===== src/rtl/sys_pkg.sv =====
// Shared types and defaults for the systolic array arbiter.
// State encoding plus beat/timeout defaults used by every file.
package sys_pkg;

  localparam int DATA_W        = 64;
  localparam int IN_BEATS_DEF  = 4;
  localparam int OUT_BEATS_DEF = 8;
  localparam int TIMEOUT_DEF   = 1024;

  typedef enum logic [2:0] {
    IDLE,
    GRANT,
    LOAD,
    COMPUTE,
    DRAIN
  } arb_state_t;

  function automatic int idx_w(input int n);
    return (n > 1) ? $clog2(n) : 1;
  endfunction

  function automatic int max2(input int a, input int b);
    return (a > b) ? a : b;
  endfunction

endpackage


===== src/rtl/systolic_arbiter_if.sv =====
// Requester-side and array-side bundle of the arbiter.
// master is the arbiter's view, slave is everything around it.
interface systolic_arbiter_if
  import sys_pkg::*;
#(
  parameter int NREQ = 2
);

  localparam int OW = idx_w(NREQ);

  logic [NREQ-1:0]             req;
  logic [NREQ-1:0]             in_valid;
  logic [NREQ-1:0][DATA_W-1:0] in_data;
  logic [NREQ-1:0]             in_ready;
  logic [NREQ-1:0]             out_valid;
  logic [DATA_W-1:0]           out_data;
  logic [NREQ-1:0]             out_ready;
  logic [NREQ-1:0]             err;
  logic                        busy;
  logic [OW-1:0]               owner;

  logic                        arr_start;
  logic [DATA_W-1:0]           arr_data;
  logic                        arr_src_valid;
  logic                        arr_dest_ready;
  logic [DATA_W-1:0]           arr_res;
  logic                        arr_res_valid;
  logic                        arr_res_ready;

  modport master (
    input  req,
    input  in_valid,
    input  in_data,
    input  out_ready,
    input  arr_dest_ready,
    input  arr_res,
    input  arr_res_valid,
    output in_ready,
    output out_valid,
    output out_data,
    output err,
    output busy,
    output owner,
    output arr_start,
    output arr_data,
    output arr_src_valid,
    output arr_res_ready
  );

  modport slave (
    output req,
    output in_valid,
    output in_data,
    output out_ready,
    output arr_dest_ready,
    output arr_res,
    output arr_res_valid,
    input  in_ready,
    input  out_valid,
    input  out_data,
    input  err,
    input  busy,
    input  owner,
    input  arr_start,
    input  arr_data,
    input  arr_src_valid,
    input  arr_res_ready
  );

endinterface


===== src/rtl/rr_arbiter.sv =====
// Combinational round-robin pick, searching upward from last+1.
// Produces a one-hot grant, all zero when nobody requests.
module rr_arbiter
  import sys_pkg::*;
#(
  parameter int NREQ = 2,
  localparam int OW  = idx_w(NREQ)
) (
  input  logic [NREQ-1:0] req,
  input  logic [OW-1:0]   last,
  output logic [NREQ-1:0] gnt
);

  int            j;
  logic [OW-1:0] k;
  logic          found;

  always_comb begin
    gnt   = '0;
    j     = 0;
    k     = '0;
    found = 1'b0;
    for (int i = 1; i <= NREQ; i++) begin
      j = int'(last) + i;
      if (j >= NREQ) j = j - NREQ;
      k = OW'(j);
      if (!found && req[k]) begin
        gnt[k] = 1'b1;
        found  = 1'b1;
      end
    end
  end

endmodule


===== src/rtl/systolic_arbiter.sv =====
// Time-shares one systolic array between NREQ requesters:
// grant, stream input beats, wait with a watchdog, drain results.
module systolic_arbiter
  import sys_pkg::*;
#(
  parameter int NREQ      = 2,
  parameter int IN_BEATS  = IN_BEATS_DEF,
  parameter int OUT_BEATS = OUT_BEATS_DEF,
  parameter int TIMEOUT   = TIMEOUT_DEF
) (
  input logic clk,
  input logic reset,
  systolic_arbiter_if.master bus
);

  localparam int OW = idx_w(NREQ);
  localparam int CW = $clog2(max2(IN_BEATS, OUT_BEATS) + 1);
  localparam int WW = $clog2(TIMEOUT + 1);

  localparam logic [CW-1:0] IN_LAST  = CW'(IN_BEATS - 1);
  localparam logic [CW-1:0] OUT_LAST = CW'(OUT_BEATS - 1);
  localparam logic [WW-1:0] WD_LAST  = WW'(TIMEOUT - 1);
  localparam logic [OW-1:0] OWN_RST  = OW'(NREQ - 1);

  arb_state_t      state, state_n;
  logic [OW-1:0]   owner, owner_n;
  logic [OW-1:0]   last_owner, last_n;
  logic [CW-1:0]   beat, beat_n;
  logic [WW-1:0]   wd, wd_n;
  logic [NREQ-1:0] gnt;
  logic [OW-1:0]   gnt_idx;
  logic            in_hs;
  logic            out_hs;

  rr_arbiter #(
    .NREQ (NREQ)
  ) u_rr (
    .req  (bus.req),
    .last (last_owner),
    .gnt  (gnt)
  );

  always_comb begin
    gnt_idx = '0;
    for (int i = 0; i < NREQ; i++) begin
      if (gnt[i]) gnt_idx = OW'(i);
    end
  end

  // last_owner starts at NREQ-1 so requester 0 wins the first pick
  always_ff @(posedge clk or posedge reset) begin
    if (reset) begin
      state      <= IDLE;
      owner      <= '0;
      last_owner <= OWN_RST;
      beat       <= '0;
      wd         <= '0;
    end else begin
      state      <= state_n;
      owner      <= owner_n;
      last_owner <= last_n;
      beat       <= beat_n;
      wd         <= wd_n;
    end
  end

  always_comb begin
    state_n           = state;
    owner_n           = owner;
    last_n            = last_owner;
    beat_n            = beat;
    wd_n              = wd;
    in_hs             = 1'b0;
    out_hs            = 1'b0;
    bus.in_ready      = '0;
    bus.out_valid     = '0;
    bus.out_data      = '0;
    bus.err           = '0;
    bus.busy          = (state != IDLE);
    bus.owner         = owner;
    bus.arr_start     = 1'b0;
    bus.arr_data      = '0;
    bus.arr_src_valid = 1'b0;
    bus.arr_res_ready = 1'b0;

    unique case (state)
      IDLE: begin
        if (|bus.req) begin
          owner_n = gnt_idx;
          state_n = GRANT;
        end
      end

      GRANT: begin
        bus.arr_start = 1'b1;
        beat_n        = '0;
        state_n       = LOAD;
      end

      LOAD: begin
        bus.arr_src_valid   = bus.in_valid[owner];
        bus.arr_data        = bus.in_data[owner];
        bus.in_ready[owner] = bus.arr_dest_ready;
        in_hs = bus.in_valid[owner] && bus.arr_dest_ready;
        if (in_hs) begin
          if (beat == IN_LAST) begin
            beat_n  = '0;
            wd_n    = '0;
            state_n = COMPUTE;
          end else begin
            beat_n = beat + CW'(1);
          end
        end
      end

      COMPUTE: begin
        if (bus.arr_res_valid) begin
          wd_n    = '0;
          beat_n  = '0;
          state_n = DRAIN;
        end else if (wd == WD_LAST) begin
          // abort still rotates priority so a dead job cannot hog the array
          bus.err[owner] = 1'b1;
          wd_n           = '0;
          last_n         = owner;
          state_n        = IDLE;
        end else begin
          wd_n = wd + WW'(1);
        end
      end

      DRAIN: begin
        bus.out_valid[owner] = bus.arr_res_valid;
        bus.out_data         = bus.arr_res;
        bus.arr_res_ready    = bus.out_ready[owner];
        out_hs = bus.arr_res_valid && bus.out_ready[owner];
        if (out_hs) begin
          if (beat == OUT_LAST) begin
            beat_n  = '0;
            last_n  = owner;
            state_n = IDLE;
          end else begin
            beat_n = beat + CW'(1);
          end
        end
      end

      default: state_n = IDLE;
    endcase
  end

endmodule


===== src/flat_wrapper.sv =====
// flat-port wrapper written by rule: the top's interface ports become plain ports
module systolic_arbiter_flat import sys_pkg::*;
#(
  parameter int NREQ      = 2,
  parameter int IN_BEATS  = IN_BEATS_DEF,
  parameter int OUT_BEATS = OUT_BEATS_DEF,
  parameter int TIMEOUT   = TIMEOUT_DEF
)
  (clk, reset, bus_req, bus_in_valid, bus_in_data, bus_out_ready, bus_arr_dest_ready, bus_arr_res, bus_arr_res_valid, bus_in_ready, bus_out_valid, bus_out_data, bus_err, bus_busy, bus_owner, bus_arr_start, bus_arr_data, bus_arr_src_valid, bus_arr_res_ready);
  systolic_arbiter_if #(.NREQ(NREQ)) bus_i ();
  input logic clk;
  input logic reset;
  input wire logic [$bits(bus_i.req)-1:0] bus_req;
  input wire logic [$bits(bus_i.in_valid)-1:0] bus_in_valid;
  input wire logic [$bits(bus_i.in_data)-1:0] bus_in_data;
  input wire logic [$bits(bus_i.out_ready)-1:0] bus_out_ready;
  input wire logic [$bits(bus_i.arr_dest_ready)-1:0] bus_arr_dest_ready;
  input wire logic [$bits(bus_i.arr_res)-1:0] bus_arr_res;
  input wire logic [$bits(bus_i.arr_res_valid)-1:0] bus_arr_res_valid;
  output wire logic [$bits(bus_i.in_ready)-1:0] bus_in_ready;
  output wire logic [$bits(bus_i.out_valid)-1:0] bus_out_valid;
  output wire logic [$bits(bus_i.out_data)-1:0] bus_out_data;
  output wire logic [$bits(bus_i.err)-1:0] bus_err;
  output wire logic [$bits(bus_i.busy)-1:0] bus_busy;
  output wire logic [$bits(bus_i.owner)-1:0] bus_owner;
  output wire logic [$bits(bus_i.arr_start)-1:0] bus_arr_start;
  output wire logic [$bits(bus_i.arr_data)-1:0] bus_arr_data;
  output wire logic [$bits(bus_i.arr_src_valid)-1:0] bus_arr_src_valid;
  output wire logic [$bits(bus_i.arr_res_ready)-1:0] bus_arr_res_ready;
  assign bus_i.req = bus_req;
  assign bus_i.in_valid = bus_in_valid;
  assign bus_i.in_data = bus_in_data;
  assign bus_i.out_ready = bus_out_ready;
  assign bus_i.arr_dest_ready = bus_arr_dest_ready;
  assign bus_i.arr_res = bus_arr_res;
  assign bus_i.arr_res_valid = bus_arr_res_valid;
  assign bus_in_ready = bus_i.in_ready;
  assign bus_out_valid = bus_i.out_valid;
  assign bus_out_data = bus_i.out_data;
  assign bus_err = bus_i.err;
  assign bus_busy = bus_i.busy;
  assign bus_owner = bus_i.owner;
  assign bus_arr_start = bus_i.arr_start;
  assign bus_arr_data = bus_i.arr_data;
  assign bus_arr_src_valid = bus_i.arr_src_valid;
  assign bus_arr_res_ready = bus_i.arr_res_ready;
  systolic_arbiter #(.NREQ(NREQ), .IN_BEATS(IN_BEATS), .OUT_BEATS(OUT_BEATS), .TIMEOUT(TIMEOUT)) u_core (.clk(clk), .reset(reset), .bus(bus_i));
endmodule

===== config.mk =====
export PLATFORM = sky130hd
export DESIGN_NAME = systolic_arbiter_flat
export DESIGN_NICKNAME = d
export VERILOG_FILES = /design/src/rtl/sys_pkg.sv /design/src/rtl/systolic_arbiter_if.sv /design/src/rtl/rr_arbiter.sv /design/src/rtl/systolic_arbiter.sv /design/src/flat_wrapper.sv
export SDC_FILE = /design/constraint.sdc
export NUM_CORES = 1
export LEC_CHECK = 0
export ABC_AREA = 1
export BUFFER_PORTS_ARGS = -buffer_cell sky130_fd_sc_hd__buf_2
export CAP_MARGIN = 20
export CORE_AREA = 2 2 133 135
export DETAILED_ROUTE_END_ITERATION = 7
export DIE_AREA = 0 0 135 137
export PLACE_DENSITY = 0.57
export SLEW_MARGIN = 20
export SYNTH_ARGS = -nofsm -noshare
export SYNTH_HDL_FRONTEND = slang
export SYNTH_SLANG_ARGS = --single-unit
export TNS_END_PERCENT = 50

===== constraint.sdc =====
create_clock -name clk -period 2.03 [get_ports clk]
set_input_delay 0.1015 -clock clk [delete_from_list [all_inputs] [get_ports clk]]
set_output_delay 0.1015 -clock clk [all_outputs]
set_load 0.005 [all_outputs]

After elaboration in Yosys (flattened, before gate mapping):

Cells that the tools add are included.

* register bits after elaboration: 20
* bits of input ports: 202
* output and inout port bits: 139
* logic and storage cells: 112

* $add $sub $neg: 6
* magnitude comparators: 8
* eq/ne operators: 16
* mux-type cells: 56
* bitwise logic cells: 3
* reductions and logical operators: 18

Operators by type and width (number)
* two-way mux 64 bit: 4
* two-way mux 11 bit: 4
* two-way mux 1 bit: 22
* one-hot mux 11 bit (2 select lines): 1
* two-way mux 3 bit: 7
* two-way mux 4 bit: 5
* one-hot mux 4 bit (4 select lines): 1
* one-hot mux 3 bit (5 select lines): 1
* two-way mux 2 bit: 7
* != test 2 x 1 -> 1 bit, second input constant: 6
* adder 11 x 1 -> 11 bit, second input constant: 1
* equality test 11 x 10 -> 1 bit, second input constant: 1
* equality test 3 x 2 -> 1 bit, second input constant: 2
* logical AND 1 bit: 6
* < comparator 1 x 2 -> 1 bit, second input constant: 3
* AND reduction 6 bit: 1
* AND reduction 5 bit: 1
* adder 4 x 1 -> 4 bit, second input constant: 1
* bitwise AND 2 bit: 2
* equality test 4 x 2 -> 1 bit, second input constant: 1
* equality test 4 x 3 -> 1 bit, second input constant: 1
* != test 2 bit, second input constant: 2
* AND reduction 4 bit: 1
* nonzero test 2 bit: 2
* 19 further kinds: 24

Depth between registers and ports, before layout:

Gate-level depths: netlist (run 1).

* word-level depth: 11
* depth in mapped cells: 12
* gate-level depth less buffers: 11

Hierarchy:

A second synthesis (run 1) with hierarchy kept.

* cells, all modules: 564
* area total of the unflattened synthesis: 2829.0 um2

By module, submodules not included
* systolic_arbiter: instances 1, cells each 559, area an instance 2808.9 um2, seq. area each 501.7 um2
* rr_arbiter: instances 1, cells each 5, area an instance 20.0 um2, seq. area each 0.0 um2

Least setup slack after synthesis (run 1):

Ideal clock, no wire load.

* kind: flip-flop to flip-flop
* from: reg u_core.wd[0]
* to: reg u_core.state[1]
* library setup time: 117 ps
* arrival time: 1282 ps
* required time: 1913 ps
* path slack: 631 ps
* stages on the path, launching flop included: 9
* path buffers: 0
* clock period less this slack: 1399 ps
* cell sequence: dfrtp_1 > ha_1 > inv_1 > nor2_2 > nand3_1 > nand2_1 > nand2_1 > nand2_1 > nand2_1

* longest elaborated chain between the ends: 3

Ends and longest elaborated chain
* start: declaration: RTL line systolic_arbiter.sv:29 `logic [WW-1:0] wd, wd_n;`
* start signal: assignment: RTL line systolic_arbiter.sv:63 `wd <= wd_n;`
* equality test 11 x 10 -> 1 bit: RTL line systolic_arbiter.sv:121 `end else if (wd == WD_LAST) begin`
* != test 3 x 2 -> 1 bit (no line)
* AND reduction 6 bit (no line)
* end signal: assignment: RTL line systolic_arbiter.sv:59 `state <= state_n;`
* end: declaration: RTL line systolic_arbiter.sv:25 `arb_state_t state, state_n;`

Every way passes these cells.
A chain may end at the register's enable or synchronous reset.

Worst setup path in the final report (run 1):

* from: reg u_core.state[2]
* to: out bus_arr_data[13]

* longest elaborated chain between the ends: 2

Ends and longest elaborated chain
* equality test 3 x 2 -> 1 bit: RTL line systolic_arbiter.sv:86 `unique case (state)`
* two-way mux 64 bit: RTL line systolic_arbiter.sv:86
* end: declaration: RTL line flat_wrapper.sv:27 `output wire logic [$bits(bus_i.arr_data)-1:0] bus_arr_data;`

Every way passes these cells.

==> results.yml, run 1 <==
power:
  vdd_ir_drop_max_mv: 0.263
  p_per_area_nw_per_um2: 527
  leakage_nw: 3.08
  p_total_mw: 2.54
sta:
  holdWs_ns: -0.0119
  setup_tns_ns: 0
  fmax_mhz: 533
  hold_viol: 19
  maxSlewViolCount: 0
  rsz0062_at_grt: "no"
  period_needed_ns: 1.87
  worst_clock_skew_ns: 0.00158
  finalWorstSetupSlack_ns: 0.156
  fin_crit_sh_pct: 92.3
  max_slew_margin_pct: 46.4
  setup_viol: 0
  worstMarginPinSlew_ns: 0.803
final_layout:
  instances_no_fill: 1108
  postLayoutCellArea_um2: 4820
  antenna_cells: 0
  fillers: 1959
  synthToLayoutAreaGrowth_pct: 71.8
  drive_above_1_share_pct: 41.8
  postLayoutCoreUtil_pct: 28.3
  fin_nets: 1088
synthesis:
  synth_area_um2: 2810
  yosysSeqAreaShare_pct: 17.9
  ys_ff_latch: 20
  syn_area_per_cell_um2: 4.98
  ys_warn_count: 0
  ys_types: 29
  synth_cells: 564
  syn_nets: 768
global_route:
  grt-ovfl-total: 0
  grt_use_total_pct: 12.7
  globalRouteMet2Util_pct: 22.8
  busiest_layer: "met2"
  first_global_vias: 3620
  antenna_found_initial: 0
  grt_max_degree: 67
  grt_use_met1_pct: 16.3
  grtUsageMet3_pct: 2.63
  grt_first_pass_wirelength_mm: 18.7
placed_design:
  place.gp.congestion: 0.786
  dpl_cell_area_um2: 4730
  place_ws_ns: 0.363
  dp.cells: 1104
  place_hpwl_mm: 11.1
  io_buffers: 340
critical_path:
  crit_type: "reg2out"
  crit_arrival_ns: 1.77
  cp_top_family: "buffers and inverters"
  crit_fanout: 48
  cp.required_ns: 1.93
  end_kind: "primary output"
  crit_chain: "nor2_2 > nand2_2 > buf_4 > a21oi_1 > buf_2"
  crit_slowest_cell: "dfrtp_1"
  crit_buf_inv: 2
  max_stage_delay_ns: 0.41
  start_kind: "register"
floorplan:
  die_y_um: 137
  io_pins: 341
  dieArea_um2: 18500
  initial_core_util_pct: 16.5
  core_um2: 17100
  rows: 48
  die_w_um: 135
detailed_routing:
  drcViolationCount: 0
  via_per_inst: 3.99
  first_iter_violations: 241
  drt-total-wl_mm: 13.8
  wire_per_inst_um: 12.4
  ant_nets: 0
  dr_total_vias: 4424
  dr.pass1.iters: 5
clock_tree:
  post_cts_resized: 0
  cts_hold_buf: 0
  h-tree-depth: 1
  cts_sinks: 20
  clkTransAtPathRegs_ns: 0.06
  clock-root-buffer: "clkbuf_16"
  cts_tree: "done"
  cts_setup_buffers: 0
  worst_skew_pair.late_latency_ns: 0.26
  clk_path_buf_depth: 2
  cts_buffers: 3
outcome:
  violations: "negative hold slack"
  outcome: "complete, but fails checks"
flow_run:
  cap_violations: 0
hold_path:
  hp-class: "in2async"
cell type report:
cell class                 instances  area (um2)  area share [%]
tap                              225         282            5.84
inverter                          97         364            7.55
sequential                        20         503            10.4
clock buffer                       4        88.8            1.84
timing repair buffer             346        1770            36.7
multi-input combinational        416        1810            37.6
metal layers:
layer  part of all wire [%]  routed length [um]
met2                     49                6800
met5                      0                   0
met1                     41                5690
met4                   0.31                  43
met3                    9.0                1250
cell usage after synthesis (all sizes together):
cell type / instances / area (um2)
xnor2: 1 / 8.76
xor2: 2 / 17.5
o21ai: 12 / 63.8
nor3: 6 / 30.0
ha: 2 / 25.0
nand2: 202 / 766
and2: 1 / 6.26
o31ai: 1 / 7.51
nor2: 90 / 372
a21oi: 66 / 330
a31o: 1 / 8.76
buf: 20 / 91.3
clkinv: 1 / 3.75
clkbuf: 11 / 41.3
nand3: 26 / 135
nand4: 5 / 31.3
inv: 96 / 360
dfrtp: 19 / 475
dfstp: 1 / 26.3
o211ai: 1 / 7.51
power breakdown:
part	switching, mW	internal, mW
logic	0.969	0.575
registers	0.0763	0.460
clock network	0.161	0.301
cell families (layout without fill, tap and decap cells):
logic type,count (synthesis),count (layout),share of synthesized area [%]
AO/OA/AOI/OAI,81,81,14.9
adder cells (fa/ha/maj),2,2,0.891
XOR/XNOR,3,3,0.936
flip-flops,20,20,17.9
AND/OR/NAND/NOR,330,330,47.7
buffers and inverters,128,447,17.7
final timing paths:
kind / from / end / slack [ns] / cells after the start
min reg2reg: u_core.wd[10] / u_core.wd[10] / 0.51 / 2
max reg2reg: u_core.bus.owner / u_core.wd[10] / 0.42 / 7
min in group clk: bus_arr_res_valid / u_core.wd[2] / 0.09 / 2
max in group asynchronous: reset / u_core.bus.owner / 1.49 / 2
min: reset / u_core.wd[3] / -0.01 / 2
max: u_core.state[2] / bus_arr_data[13] / 0.16 / 5
layout by cell type, fill, tap and decap left out:
cell type,n
a31o_2,1
dfstp_2,1
nor2_4,1
buf_2,340
and2_1,1
nand3_2,2
dfrtp_2,1
nor3_1,6
nor2_1,84
nand4_1,5
o31ai_1,1
a21oi_1,66
nand3_1,24
clkbuf_8,1
nand2_1,199
clkinv_1,1
nand2_2,3
dfrtp_1,18
xnor2_1,1
buf_12,2
o211ai_1,1
ha_1,2
buf_4,4
nor2_8,1
clkbuf_16,3
o21ai_2,1
o21ai_1,6
inv_2,4
xor2_1,2
o21ai_0,5
inv_1,92
nor2_2,4
state kept, by name, summed over array words and instances, names as in the netlist:
name,flops
u_core.wd,11
u_core.bus.owner,1
u_core.last_owner,1
u_core.beat,4
u_core.state,3
Note: power is estimated with default switching activity, not from simulation.
==> inputs of run 2 (changes only) <==
--- a/config.mk
+++ b/config.mk
@@ -11,7 +11,7 @@
 export CORE_AREA = 2 2 133 135
 export DETAILED_ROUTE_END_ITERATION = 7
 export DIE_AREA = 0 0 135 137
-export PLACE_DENSITY = 0.57
+export PLACE_DENSITY = 0.48
 export SLEW_MARGIN = 20
 export SYNTH_ARGS = -nofsm -noshare
 export SYNTH_HDL_FRONTEND = slang
==> results.yml, run 2 (synthesis results as in run 1) <==
outcome:
  outcome: "complete, no violations"
hold_path:
  hp-class: "in2reg"
final_layout:
  regMostFlops: "u_core.wd"
  regArea_um2: 503
  synthToLayoutAreaGrowth_pct: 73.2
  final_cell_mix: "buf_2, nand2_1, inv_1"
  fillers: 2023
  multi_input_area_um2: 1810
  mostFrequentLayoutCell: "buf_2"
  largest_reg_flops: 11
  drive_above_1_share_pct: 41.8
  reg_top3: "u_core.wd: 11 flops, u_core.beat: 4 flops, u_core.state: 3 flops"
  fin_nets: 1092
floorplan:
  initial_core_util_pct: 16.5
  core_um2: 17100
  rows: 48
  io_pins: 341
  die_y_um: 137
  die_w_um: 135
  dieArea_um2: 18500
global_route:
  first_global_vias: 3955
  grt_first_pass_wirelength_mm: 20.9
  antenna_found_initial: 1
  grt_use_total_pct: 14.5
  grt-ovfl-total: 0
  grt_max_degree: 70
critical_path:
  crit_fanout: 29
  cp.required_ns: 1.93
  crit_arrival_ns: 1.78
  end_kind: "primary output"
  start_kind: "register"
  crit_slowest_cell: "dfrtp_1"
  max_stage_delay_ns: 0.40
  crit_type: "reg2out"
  crit_chain: "nor2_2 > nand2_2 > buf_6 > buf_4 > a21oi_1 > buf_2"
sta:
  hold_viol: 0
  max_slew_margin_pct: 72.4
  period_needed_ns: 1.88
  setup_viol: 0
  fmax_mhz: 533
  setup_tns_ns: 0
  maxSlewViolCount: 0
  worstMarginPinSlew_ns: 0.414
  worst_clock_skew_ns: 0.00272
  fin_crit_sh_pct: 92.4
  rsz0062_at_grt: "no"
detailed_routing:
  via_per_inst: 4.02
  dr_total_vias: 4479
  wire_per_inst_um: 13.6
  dr.pass1.iters: 5
  first_iter_violations: 191
  drcViolationCount: 0
  drt-total-wl_mm: 15.2
  ant_nets: 0
clock_tree:
  cts_setup_buffers: 0
  clk_path_buf_depth: 2
  cts_buffers: 3
  cts_sinks: 20
  cts_tree: "done"
  worst_skew_pair.late_latency_ns: 0.26
  h-tree-depth: 1
  clock-root-buffer: "clkbuf_16"
  clkTransAtPathRegs_ns: 0.06
power:
  p_total_mw: 2.57
  p_per_area_nw_per_um2: 528
  leakage_nw: 3.10
  vdd_ir_drop_max_mv: 0.387
placed_design:
  place.gp.congestion: 0.765
  place_hpwl_mm: 12.7
  io_buffers: 340
flow_run:
  cap_violations: 0
-- run 2: cell types whose count changed in the layout (fill, tap and decap cells not counted) --
cell / change
buf_4: +1
buf_6: +2
diode_2: +2
dlygate4sd3_1: +1
nand3_2: -1
nand3_1: +1
-- run 2: metrics by stage --
| stage | instances | setup WS [ns] | cell area, um2 | hold slack, ns | utilization [%] |
|---|---|---|---|---|---|
| final | 1114 | 0.153 | 4860 | 0.112 | 28.5 |
| after global routing | 1112 | 0.00539 | 4860 | 0.116 | 28.5 |
| after CTS | 1112 | 0.0836 | 4850 | 0.115 | 28.4 |
| after detailed placement | 1107 | 0.360 | 4750 | 0.159 | 27.9 |
| after global placement | 1107 | 0.371 | 4750 | 0.157 | 27.9 |
| after floorplan | 564 | 0.631 | 2810 | 0.0646 | - |
-- run 2: path summary, 6_finish.rpt --
path / from / endpoint / slack, ns / cells past startpoint
max: u_core.state[2] / bus_arr_data[2] / 0.15 / 6
min: bus_arr_res_valid / u_core.wd[2] / 0.11 / 2
max reg2reg: u_core.state[2] / u_core.wd[10] / 0.40 / 8
min reg2reg: u_core.wd[10] / u_core.wd[10] / 0.51 / 2
max in group asynchronous: reset / u_core.last_owner / 1.33 / 4
min in group asynchronous: reset / u_core.wd[6] / 0.42 / 4
-- run 2: power by group --
part / total (mW) / internal (mW) / switching, mW
registers: 0.514 / 0.461 / 0.0536
clock network: 0.462 / 0.301 / 0.161
logic: 1.59 / 0.577 / 1.01
total: 2.57 / 1.34 / 1.23
-- run 2: worst max-delay path, delay by kind of cell, from the launching register on --
family                 cells  cell delay, ns
buffers and inverters      3            0.59
DFF                        1            0.40
and+or+nand+nor            2            0.36
AOI/OAI and AO/OA          1            0.16
-- run 2: cell type report --
type	count	share of cell area (%)
Timing Repair Buffer	350	37.3
Multi-Input combinational cell	416	37.2
Sequential cell	20	10.3
Inverter	97	7.49
Tap cell	225	5.79
Clock buffer	4	1.83
Antenna cell	2	0.103
-- run 2: metal layers --
| layer | GRT usage, % | up-vias | part of all wire (%) |
|---|---|---|---|
| li1 | - | 2348 | - |
| met1 | 18.7 | 1903 | 42 |
| met2 | 25.4 | 221 | 48 |
| met3 | 2.52 | 7 | 8.2 |
| met4 | 3.01 | 0 | 1.2 |
| met5 | 0 | - | 0 |
-- run 2: repair_timing --
item	4_1_cts	5_1_grt
endpoints found under the setup margin	0	25
resized for setup	0	2
hold endpoints to repair	19	0
hold buffers	1	0
